--- config.mk ---
export PLATFORM = sky130hd
export DESIGN_NAME = pipo_bank
export DESIGN_NICKNAME = d
export VERILOG_FILES = /design/src/rtl/pipo_bank.sv
export SDC_FILE = /design/constraint.sdc
export NUM_CORES = 1
export LEC_CHECK = 0
export ABC_AREA = 1
export BUFFER_PORTS_ARGS = -buffer_cell sky130_fd_sc_hd__buf_2
export CAP_MARGIN = 20
export CORE_MARGIN = 2
export CORE_UTILIZATION = 30
export CTS_CLUSTER_SIZE = 8
export DETAILED_ROUTE_END_ITERATION = 6
export SYNTH_ARGS = -nofsm -noshare
export SYNTH_HDL_FRONTEND = slang
export SYNTH_SLANG_ARGS = --single-unit
--- constraint.sdc ---
create_clock -name clk -period 3.1 [get_ports clk]
set_input_delay 0.62 -clock clk [delete_from_list [all_inputs] [get_ports clk]]
set_output_delay 0.62 -clock clk [all_outputs]
set_load 0.05 [all_outputs]
--- src/rtl/pipo_bank.sv ---
// pipo_bank: a bank of DEPTH parallel-in/parallel-out registers, WIDTH bits each.
// It holds operands, partial products and counters for the multiplier datapath.
// One write port updates one entry per cycle in LOAD, ADD, DEC or SHR mode.
// Two combinational read ports are provided, along with a zero flag on port A
// and a sticky overflow/borrow flag.
//
// Ports
//   clk      in   1      clock, all state changes on posedge
//   rst_n    in   1      asynchronous active-low reset (entries and ovf -> 0)
//   clr      in   1      synchronous clear of all entries and ovf, overrides we
//   we       in   1      write enable for entry waddr
//   waddr    in   AW     write/update address; writes to waddr >= DEPTH are dropped
//   mode     in   2      00 LOAD, 01 ADD, 10 DEC, 11 SHR
//   din      in   WIDTH  load data / addend
//   raddr_a  in   AW     read address A
//   dout_a   out  WIDTH  entry raddr_a, or 0 when out of range
//   zero_a   out  1      dout_a == 0
//   raddr_b  in   AW     read address B
//   dout_b   out  WIDTH  entry raddr_b, or 0 when out of range
//   ovf      out  1      sticky carry/borrow flag
//   ovf_clr  in   1      synchronous clear of ovf; a same-cycle set wins
module pipo_bank #(
  parameter int WIDTH = 16,
  parameter int DEPTH = 4,
  parameter int AW    = 2
) (
  input  logic             clk,
  input  logic             rst_n,
  input  logic             clr,
  input  logic             we,
  input  logic [AW-1:0]    waddr,
  input  logic [1:0]       mode,
  input  logic [WIDTH-1:0] din,
  input  logic [AW-1:0]    raddr_a,
  output logic [WIDTH-1:0] dout_a,
  output logic             zero_a,
  input  logic [AW-1:0]    raddr_b,
  output logic [WIDTH-1:0] dout_b,
  output logic             ovf,
  input  logic             ovf_clr
);

  localparam logic [1:0] MODE_LOAD = 2'b00;
  localparam logic [1:0] MODE_ADD  = 2'b01;
  localparam logic [1:0] MODE_DEC  = 2'b10;
  localparam logic [1:0] MODE_SHR  = 2'b11;

  // One extra bit so DEPTH == 2**AW is representable in the range compare.
  localparam logic [AW:0] DEPTH_L = (AW+1)'(DEPTH);

  logic [WIDTH-1:0] r_mem [DEPTH];
  logic             r_ovf;

  logic             w_waddr_ok;
  logic             w_ra_ok;
  logic             w_rb_ok;
  logic             w_wr;
  logic [WIDTH-1:0] w_cur;
  logic [WIDTH-1:0] w_next;
  logic [WIDTH:0]   w_sum;
  logic             w_set_ovf;

  assign w_waddr_ok = ({1'b0, waddr}   < DEPTH_L);
  assign w_ra_ok    = ({1'b0, raddr_a} < DEPTH_L);
  assign w_rb_ok    = ({1'b0, raddr_b} < DEPTH_L);
  assign w_wr       = we && w_waddr_ok;

  // Reads come straight from the register outputs, so a same-cycle read of
  // the entry being written returns the pre-edge value.
  assign dout_a = w_ra_ok ? r_mem[raddr_a] : '0;
  assign dout_b = w_rb_ok ? r_mem[raddr_b] : '0;
  assign zero_a = (dout_a == '0);
  assign ovf    = r_ovf;

  assign w_cur  = w_waddr_ok ? r_mem[waddr] : '0;
  assign w_sum  = {1'b0, w_cur} + {1'b0, din};

  always_comb begin
    w_next    = w_cur;
    w_set_ovf = 1'b0;
    case (mode)
      MODE_LOAD: w_next = din;
      MODE_ADD: begin
        w_next    = w_sum[WIDTH-1:0];
        w_set_ovf = w_sum[WIDTH];
      end
      MODE_DEC: begin
        w_next    = w_cur - {{(WIDTH-1){1'b0}}, 1'b1};
        w_set_ovf = (w_cur == '0);
      end
      MODE_SHR: w_next = {1'b0, w_cur[WIDTH-1:1]};
      default:  w_next = w_cur;
    endcase
  end

  always_ff @(posedge clk or negedge rst_n) begin
    if (!rst_n) begin
      for (int i = 0; i < DEPTH; i++) r_mem[i] <= '0;
      r_ovf <= 1'b0;
    end else if (clr) begin
      for (int i = 0; i < DEPTH; i++) r_mem[i] <= '0;
      r_ovf <= 1'b0;
    end else begin
      if (w_wr) r_mem[waddr] <= w_next;
      // A fresh carry/borrow beats ovf_clr in the same cycle.
      if (w_wr && w_set_ovf) r_ovf <= 1'b1;
      else if (ovf_clr)      r_ovf <= 1'b0;
    end
  end

endmodule

# == Word level (Yosys, flattened, before mapping) ==
# Cells that the tools add are included.
# classes
n_reduce_logical,7
bitwise,3
n_lt_le_gt_ge,4
mux,19
n_eq_ne,3
addsub,2
# op_table
op,n
2-to-1 mux 64 bit,2
2-to-1 mux 16 bit,7
binary-select mux 16 bit (select 2 bit),3
bitwise mux 64 bit,1
case mux 16 bit (4 select lines),1
demux 16 bit (select 2 bit),1
zero test 16 bit,2
adder 16 x 16 -> 17 bit,1
subtractor 16 x 1 -> 16 bit (second input constant),1
>= comparator 3 bit (second input constant),3
inverter 2 -> 3 bit,3
== test 2 bit (second input constant),2
less-than comparator 3 x 1 -> 1 bit (second input constant),1
2-to-1 mux 1 bit,3
nonzero test 3 bit,1
== test 2 x 1 -> 1 bit (second input constant),1
logical AND 1 bit,2
zero test 2 bit,1
case mux 1 bit (2 select lines),1
nonzero test 2 bit,1
# totals
word_cells,43
output_inout_bits,34
reg_bits,65
in_bits,29

# == Depth between registers and ports, before layout ==
# Gate-level depths: netlist of run 1.
# depth
depth_word,9
mapped_depth,21
depth_no_buf,20

# == Worst setup path before layout of run 1 ==
# No wires, ideal clock.
# synth_path
path_type,input -> output
start,input raddr_a[0]
end,output zero_a
slack_ps,41
t_required_ps,2480
path_buffers,1
path_stages,7
arrival_ps,2439
path_cell_list,inv_1 > clkbuf_1 > o21ai_0 > o22ai_1 > nor4_1 > nand2_1 > nor2_1
# synth_between
elab_chain_cells,5
# synth_rtl
item,line,source
"start, declared",34,"input logic [AW-1:0] raddr_a,"
inverter 2 -> 3 bit (not written as such),70,assign dout_a = w_ra_ok ? r_mem[raddr_a] : '0;
binary-select mux 16 bit (select 2 bit),70,
2-to-1 mux 16 bit (not written as such) (2 in a row),70,
net dout_a[12],35,"output logic [WIDTH-1:0] dout_a,"
zero test 16 bit,72,assign zero_a = (dout_a == '0);
"end, declared",36,"output logic zero_a,"
# The timed path passes the listed nets, and every way through them passes these cells. The select of a mux whose other input is x is not followed.

# == Final worst setup path of run 1 ==
# layout_path
start,input raddr_a[0]
end,output zero_a
# layout_between
elab_chain_cells,5
# layout_rtl
item,line
inverter 2 -> 3 bit (not written as such),70
binary-select mux 16 bit (select 2 bit),70
2-to-1 mux 16 bit (not written as such) (2 in a row),70
zero test 16 bit,72
# No other way between the ends. The select of a mux whose other input is x is not followed.

==> results of run 1 <==
how the worst max path moves through the flow:
stage / cells past startpoint / endpoint / start
after global routing: 21 / r_mem[26]$_DFFE_PN0P_ / waddr[1]
after floorplan: 7 / zero_a / raddr_a[0]
after detailed placement: 21 / r_mem[62]$_DFFE_PN0P_ / waddr[1]
after global placement: 21 / r_mem[62]$_DFFE_PN0P_ / waddr[1]
final: 9 / zero_a / raddr_a[0]
after CTS: 9 / zero_a / raddr_a[0]
layer usage:
| metal | share of wire (%) | vias to the layer above | wire, microns | track usage, % |
|---|---|---|---|---|
| li1 | - | 3455 | - | - |
| met1 | 48 | 3337 | 11200 | 31.5 |
| met2 | 43 | 302 | 9920 | 32.0 |
| met3 | 7.6 | 24 | 1770 | 3.80 |
| met4 | 1.5 | 0 | 352 | 5.24 |
| met5 | 0 | - | 0 | 0 |
sequential cells by signal, indices dropped and copies added, names as in the netlist:
register	count
ovf	1
r_mem	64
final cells by class:
class / count / area share (%)
tap: 270 / 4.55
inverter: 65 / 3.29
timing repair buffer: 113 / 10.2
clock inverter: 2 / 0.472
clock buffer: 14 / 3.69
sequential: 65 / 21.9
multi-input combinational: 820 / 55.9
cell usage after synthesis, drive strengths merged:
cell	count
o211ai	1
nand4	6
nand3	152
a21oi	31
fa	1
o22ai	33
nand2	326
clkinv	1
o21ai	91
ha	21
nor3	3
o21bai	2
nor4	4
xnor2	1
inv	64
a21boi	3
buf	19
clkbuf	25
or2	18
nor2	123
o2111ai	1
dfrtp	65
o21a	1
o221ai	2
kinds of logic (layout without fill, tap and decap cells):
group / after synthesis / after routing / share of synthesized area (%)
fa+ha+maj: 22 / 22 / 4.51
simple gates: 632 / 632 / 46.8
compound gates: 165 / 165 / 14.7
buf+inv: 109 / 194 / 7.93
flops: 65 / 65 / 25.9
xor+xnor: 1 / 1 / 0.140
power by group through the flow:
stage	logic (W)	registers, W	clock network [W]
global route	0.00103	0.000934	0.00110
CTS	0.000941	0.000927	0.00106
finish	0.000947	0.000931	0.00105
detailed placement	0.000937	0.000942	0
global placement	0.000931	0.000941	0
floorplan	0.000650	0.000923	0
per-stage QoR:
stage | cell area [sq um] | hold WS (ns) | std cells
global route | 7420 | 0.427 | 1349
global placement | 7120 | 0.523 | 1333
CTS | 7420 | 0.397 | 1349
detailed placement | 7120 | 0.525 | 1333
finish | 7420 | 0.355 | 1349
floorplan | 6280 | 0.324 | 994
==> flow_metrics.tcl, run 1 <==
set metrics [dict create \
    run_status "completed" \
    timing.final.max_slew_violations 0 \
    vias 7118 \
    category_of_the_critical_setup_timing_path "input port to output pin" \
    areaGrowthSynthToFinish_pct 18.3 \
    drtIter0Drc 710 \
    rr_startpoint "r_mem[0]$_DFFE_PN0P_" \
    detailedRoute.firstPassIterationCount 5 \
    fin_crit_ns 2.83 \
    static-leakage-power_nw 3.92 \
    classification_of_the_worst_slack_hold_path "input port to asynchronous set/reset pin" \
    cts.sink_count 65 \
    synthDistinctLibCells 40 \
    seq_power_share_pct 31.8 \
    route.detailed.vias_per_inst 5.28 \
    syn-cell-area_sq_um 6280 \
    dpl_worst_slack_ns 0.0427 \
    nNetsFinal 1125 \
    grt_setup_unrepaired "false" \
    critPathRequiredTime_ns 2.48 \
    clock_tree_from_tritoncts "yes" \
    rrSetupSlack_ns 0.42 \
    synth_nets 1045 \
    power.share.clock_pct 35.9 \
    globalRouteOverflowTotal 0 \
    timing.reg2reg.worst_path_depth 19 \
    timing.rr.end "r_mem[14]$_DFFE_PN0P_" \
    holdBufCountCts 0 \
    io_pins 63 \
    place.port_buffers 62 \
    cts-resized-gates 0 \
    finalPower_w 0.00293 \
    grt_pass1_vias 6618 \
    ctsLongestPathBuffers 2 \
    synth_register_bits 65 \
    worst-endpoint-arrival_ns 2.21 \
    die_x_microns 149 \
    numCtsBuffers 9 \
    post_cts_buffers 0 \
    standard_cell_core_area_sq_um 20400 \
    floorplan.die.height_microns 149 \
    power.switching_fraction_pct 36.6 \
    max_stage_delay_ns 0.31 \
    post-route-worst-setup-slack_ns 0.268 \
    synth.yosys.seq_area_share_pct 25.9 \
    final_core_util_pct 36.5 \
    setup_tns_ns 0 \
    maxClockFrequency_mhz 353 \
    design_internal_power_w 0.00186 \
    synthTopCellsByArea "dfrtp_1 26%, nand2_1 18%, nand3_1 11%" \
    antenna_found_initial 0 \
    fp.dieArea_sq_um 22100 \
    synth_top_area_cell "dfrtp_1" \
    final.period_utilization_pct 91.3 \
    grt_resource_usage_total_pct 21.3 \
    layout.cells.most_common "nand2_1" \
    floorplan.initialDensity_pct 30.8 \
    drt-wirelength-per-cell_microns 17.2 \
    switching_power_w 0.00107 \
    vdd_ir_drop_max_uv 259 \
    yosysTopAreaCellShare_pct 25.9 \
    htree_levels 3 \
    clockRootBuffer "clkbuf_16" \
    postRouteWirelength_mm 23.2 \
    clkTransAtPathRegs_ns 0.06 \
    worstSkewPairLatency_ns 0.33 \
    cap_viol_max_count 0 \
    fp-row-count 52 \
    final.setup_skew_ns 0.00734 \
    p_per_area_nw_per_um2 395 \
    antennaDiodeCount 0 \
    worstMarginPinSlew_ns 0.784 \
    timing.slew.headroom_pct 47.7 \
    grt_start_max_net_pins 42 \
    crit_fanout 19 \
    synthesis.yosys.warnings 0 \
    fillerInstances 2198 \
    critical_path.slowest_cell "nor4_1" \
    layout.area.seq_sq_um 1630 \
    antenna_left 0 \
    grt_pass1_wl_mm 36.8 \
    critical_path.top_delay_family "buffers and inverters" \
    mean_area_per_synthesized_cell_sq_um 6.31 \
    cp_num_buf_inv 4 \
    route.detailed.drc 0 \
    worst_setup_path_start_kind "input port" \
    layout.cells.most_common_list "308 x nand2_1, 132 x nand3_1, 102 x nor2_1, 87 x o21ai_0, 65 x dfrtp_1" \
    timing.critical_path.mode_cell "buf_2" \
    critical_path.cell_chain "buf_2, inv_1, buf_4, o21ai_0, o22ai_1, nor4_1, nand2_1, nor2_1, buf_2" \
    gp_congestion 0.965 \
    multiInputGateArea_sq_um 4150 \
    final-hold-violation-count 0 \
    setup_viol_count_final 0 \
    worstSetupEndpointType "output pin" \
    synth_cells 994 \
    part_of_the_total_power_dissipated_in_combinational_logic_pct 32.3 \
    drive_gt1_share_pct 20.0 \
    post_detail_place_hpwl_mm 18.0 \
]
(Power assumes the default switching activity.)
==> run 2: changes to the inputs <==
- ABC_AREA: 1 -> not set
==> flow_metrics.tcl, run 2 <==
set metrics [dict create \
    synth_cells 444 \
    dp.cells 784 \
    synth_most_common_cell "dfrtp_1" \
    drtIter0Drc 439 \
    run_status "complete, but fails checks" \
    final.period_utilization_pct 100 \
    antenna_left 0 \
    floorplan.die.height_microns 133 \
    cts.sink_count 65 \
    grt_start_max_net_pins 38 \
    final.setup_skew_ns 0.00571 \
    crit_fanout 8 \
    vdd_ir_drop_max_uv 205 \
    classification_of_the_worst_slack_hold_path "input port to asynchronous set/reset pin" \
    worst_setup_path_start_kind "input port" \
    htree_levels 3 \
    final-instance-count-excl-fill 813 \
    grt_use_met1_pct 26.7 \
    postSynth.asyncResetShare_pct 100 \
    timing.final.max_slew_violations 0 \
    p_per_area_nw_per_um2 426 \
    fillerInstances 1529 \
    fp-row-count 47 \
    post_detail_place_hpwl_mm 13.0 \
    synth_nets 495 \
    postSynth.topFlopCell "dfrtp_1" \
    timing.rr.end "r_mem[42]$_DFFE_PN0P_" \
    synth.cells.most_frequent "65 x dfrtp_1, 48 x mux4_2, 45 x nand2_1" \
    drt-wirelength-per-cell_microns 21.5 \
    rr_startpoint "r_mem[0]$_DFFE_PN0P_" \
    route.detailed.drc 0 \
    antenna_found_initial 1 \
    gr-usage-met2_pct 32.5 \
    largest_register_ffs 64 \
    fin_crit_ns 3.10 \
    worst-endpoint-arrival_ns 3.32 \
    drive_gt1_share_pct 47.6 \
    vias 4726 \
    grt_pass1_wl_mm 27.0 \
    maxClockFrequency_mhz 322 \
    post-route-worst-setup-slack_ns -0.00465 \
    setup_tns_ns -0.00498 \
    cap_viol_max_count 0 \
    finalPower_w 0.00297 \
    synthTopCellsByArea "dfrtp_1 33%, mux4_2 22%, ha_1 5.3%" \
    critPathRequiredTime_ns 3.31 \
    postRouteWirelength_mm 17.5 \
    setup_viol_count_final 2 \
    category_of_the_critical_setup_timing_path "input port to flip-flop" \
    grt.busiest_layer "met2" \
    holdBufCountCts 0 \
    clockRootBuffer "clkbuf_16" \
    areaGrowthSynthToFinish_pct 39.8 \
    worstSkewPairLatency_ns 0.34 \
    rrSetupSlack_ns 0.04 \
    globalRouteOverflowTotal 0 \
    gp_congestion 0.887 \
    layout.cells.most_common_list "89 x buf_4, 65 x dfrtp_1, 59 x buf_2, 48 x mux4_2, 45 x nand2_1" \
    detailedRoute.firstPassIterationCount 5 \
    synth.yosys.seq_area_share_pct 32.7 \
    synthDistinctLibCells 58 \
    timing.reg2reg.worst_path_depth 14 \
    synth_edf_count 0 \
    mean_area_per_synthesized_cell_sq_um 11.2 \
    clkTransAtPathRegs_ns 0.06 \
    violations "negative setup slack" \
    fp.dieArea_sq_um 17600 \
    route.detailed.vias_per_inst 5.81 \
    worstMarginPinSlew_ns 0.860 \
    die_x_microns 133 \
    synth_register_bits 65 \
    worstSetupEndpointType "flip-flop" \
    place.port_buffers 62 \
    regMostFlops "r_mem" \
    nNetsFinal 639 \
    grt_pass1_vias 4786 \
    grt_resource_usage_total_pct 19.7 \
    grt_setup_unrepaired "true" \
    static-leakage-power_nw 3.12 \
    globalRouteMet3Util_pct 3.75 \
    io_pins 63 \
    numCtsBuffers 9 \
    standard_cell_core_area_sq_um 16400 \
    layout.cells.most_common "buf_4" \
    ctsLongestPathBuffers 2 \
    timing.slew.headroom_pct 42.6 \
    final-hold-violation-count 0 \
    synth_top_area_cell "dfrtp_1" \
    floorplan.initialDensity_pct 30.4 \
    clock_tree_from_tritoncts "yes" \
    antennaDiodeCount 0 \
    syn-cell-area_sq_um 4980 \
    synthesis.yosys.warnings 0 \
    yosysTopAreaCellShare_pct 32.7 \
]
[run 2: cell count changes after synthesis, sizes merged, moves of 13 or more]
cell,change
mux4,+48
nor2,-112
o21ai,-46
nand2,-281
inv,-53
nand3,-151
xnor2,+14
a32o,+13
a21oi,-15
o22ai,-28
or2,-18
a22o,+24
[run 2: cells by family (layout without fill, tap and decap cells)]
| kind of cell | count (synthesis) | in the layout | synth area share, % |
|---|---|---|---|
| compound gates | 146 | 146 | 21.2 |
| simple gates | 99 | 99 | 10.8 |
| flops | 65 | 65 | 32.7 |
| mux | 51 | 51 | 22.3 |
| buf+inv | 39 | 188 | 3.49 |
| fa+ha+maj | 22 | 22 | 5.68 |
| xor+xnor | 22 | 22 | 3.87 |
[run 2: where the power goes]
part           internal (W)  switching [W]
registers          0.000880      0.0000331
clock network      0.000744       0.000381
logic              0.000411       0.000518
[run 2: through the flow]
stage / hold WS, ns / setup slack [ns] / cell area (sq um) / util (%)
6_report: 0.338 / -0.00465 / 6960 / 42.4
5_1_grt: 0.386 / -0.0748 / 6960 / 42.4
4_1_cts: 0.347 / -0.121 / 6730 / 41.0
3_5_place_dp: 0.522 / -0.537 / 6290 / 38.4
3_3_place_gp: 0.499 / -0.529 / 6290 / 38.4
2_1_floorplan: 0.324 / -0.255 / 5120 / -
[run 2: area by class of cell]
class	instances	area, sq um	share of cell area [%]
Inverter	11	41.3	0.593
Timing Repair Buffer	161	1160	16.7
Clock inverter	5	77.6	1.11
Sequential cell	65	1630	23.4
Tap cell	220	275	3.95
Multi-Input combinational cell	340	3530	50.7
Clock buffer	11	253	3.63
[run 2: routing by layer]
metal | vias up | part of all wire [%]
met4 | 0 | 1.5
li1 | 2067 | -
met5 | - | 0
met1 | 2392 | 42
met2 | 241 | 49
met3 | 26 | 7.6
[run 2: how the worst max path moves through the flow]
| stage | startpoint | endpoint | cells past startpoint |
|---|---|---|---|
| 3_5_place_dp | waddr[0] | r_mem[42]$_DFFE_PN0P_ | 16 |
| 4_1_cts | waddr[0] | r_mem[58]$_DFFE_PN0P_ | 16 |
| 3_3_place_gp | waddr[0] | r_mem[42]$_DFFE_PN0P_ | 16 |
| 5_1_grt | waddr[0] | r_mem[10]$_DFFE_PN0P_ | 15 |
| 2_1_floorplan | raddr_a[0] | zero_a | 5 |
| 6_report | waddr[0] | r_mem[42]$_DFFE_PN0P_ | 12 |
[run 2: worst max-delay path, cell delays in order]
cell      delay, ns
buf_12         0.12
buf_12         0.13
mux4_2         0.58
ha_4           0.28
a211o_1        0.35
o32ai_4        0.31
a21oi_4        0.06
xnor2_2        0.16
o221ai_1       0.13
mux2i_1        0.30
buf_4          0.21
o21ai_2        0.06
[run 2: timing repair]
| item | CTS | global route |
|---|---|---|
| endpoints found under the setup margin | 14 | 38 |
| gates resized for setup | 12 | 32 |
| buffers inserted | 6 | 8 |
| pin swaps | 8 | 20 |
| gates cloned | 0 | 0 |
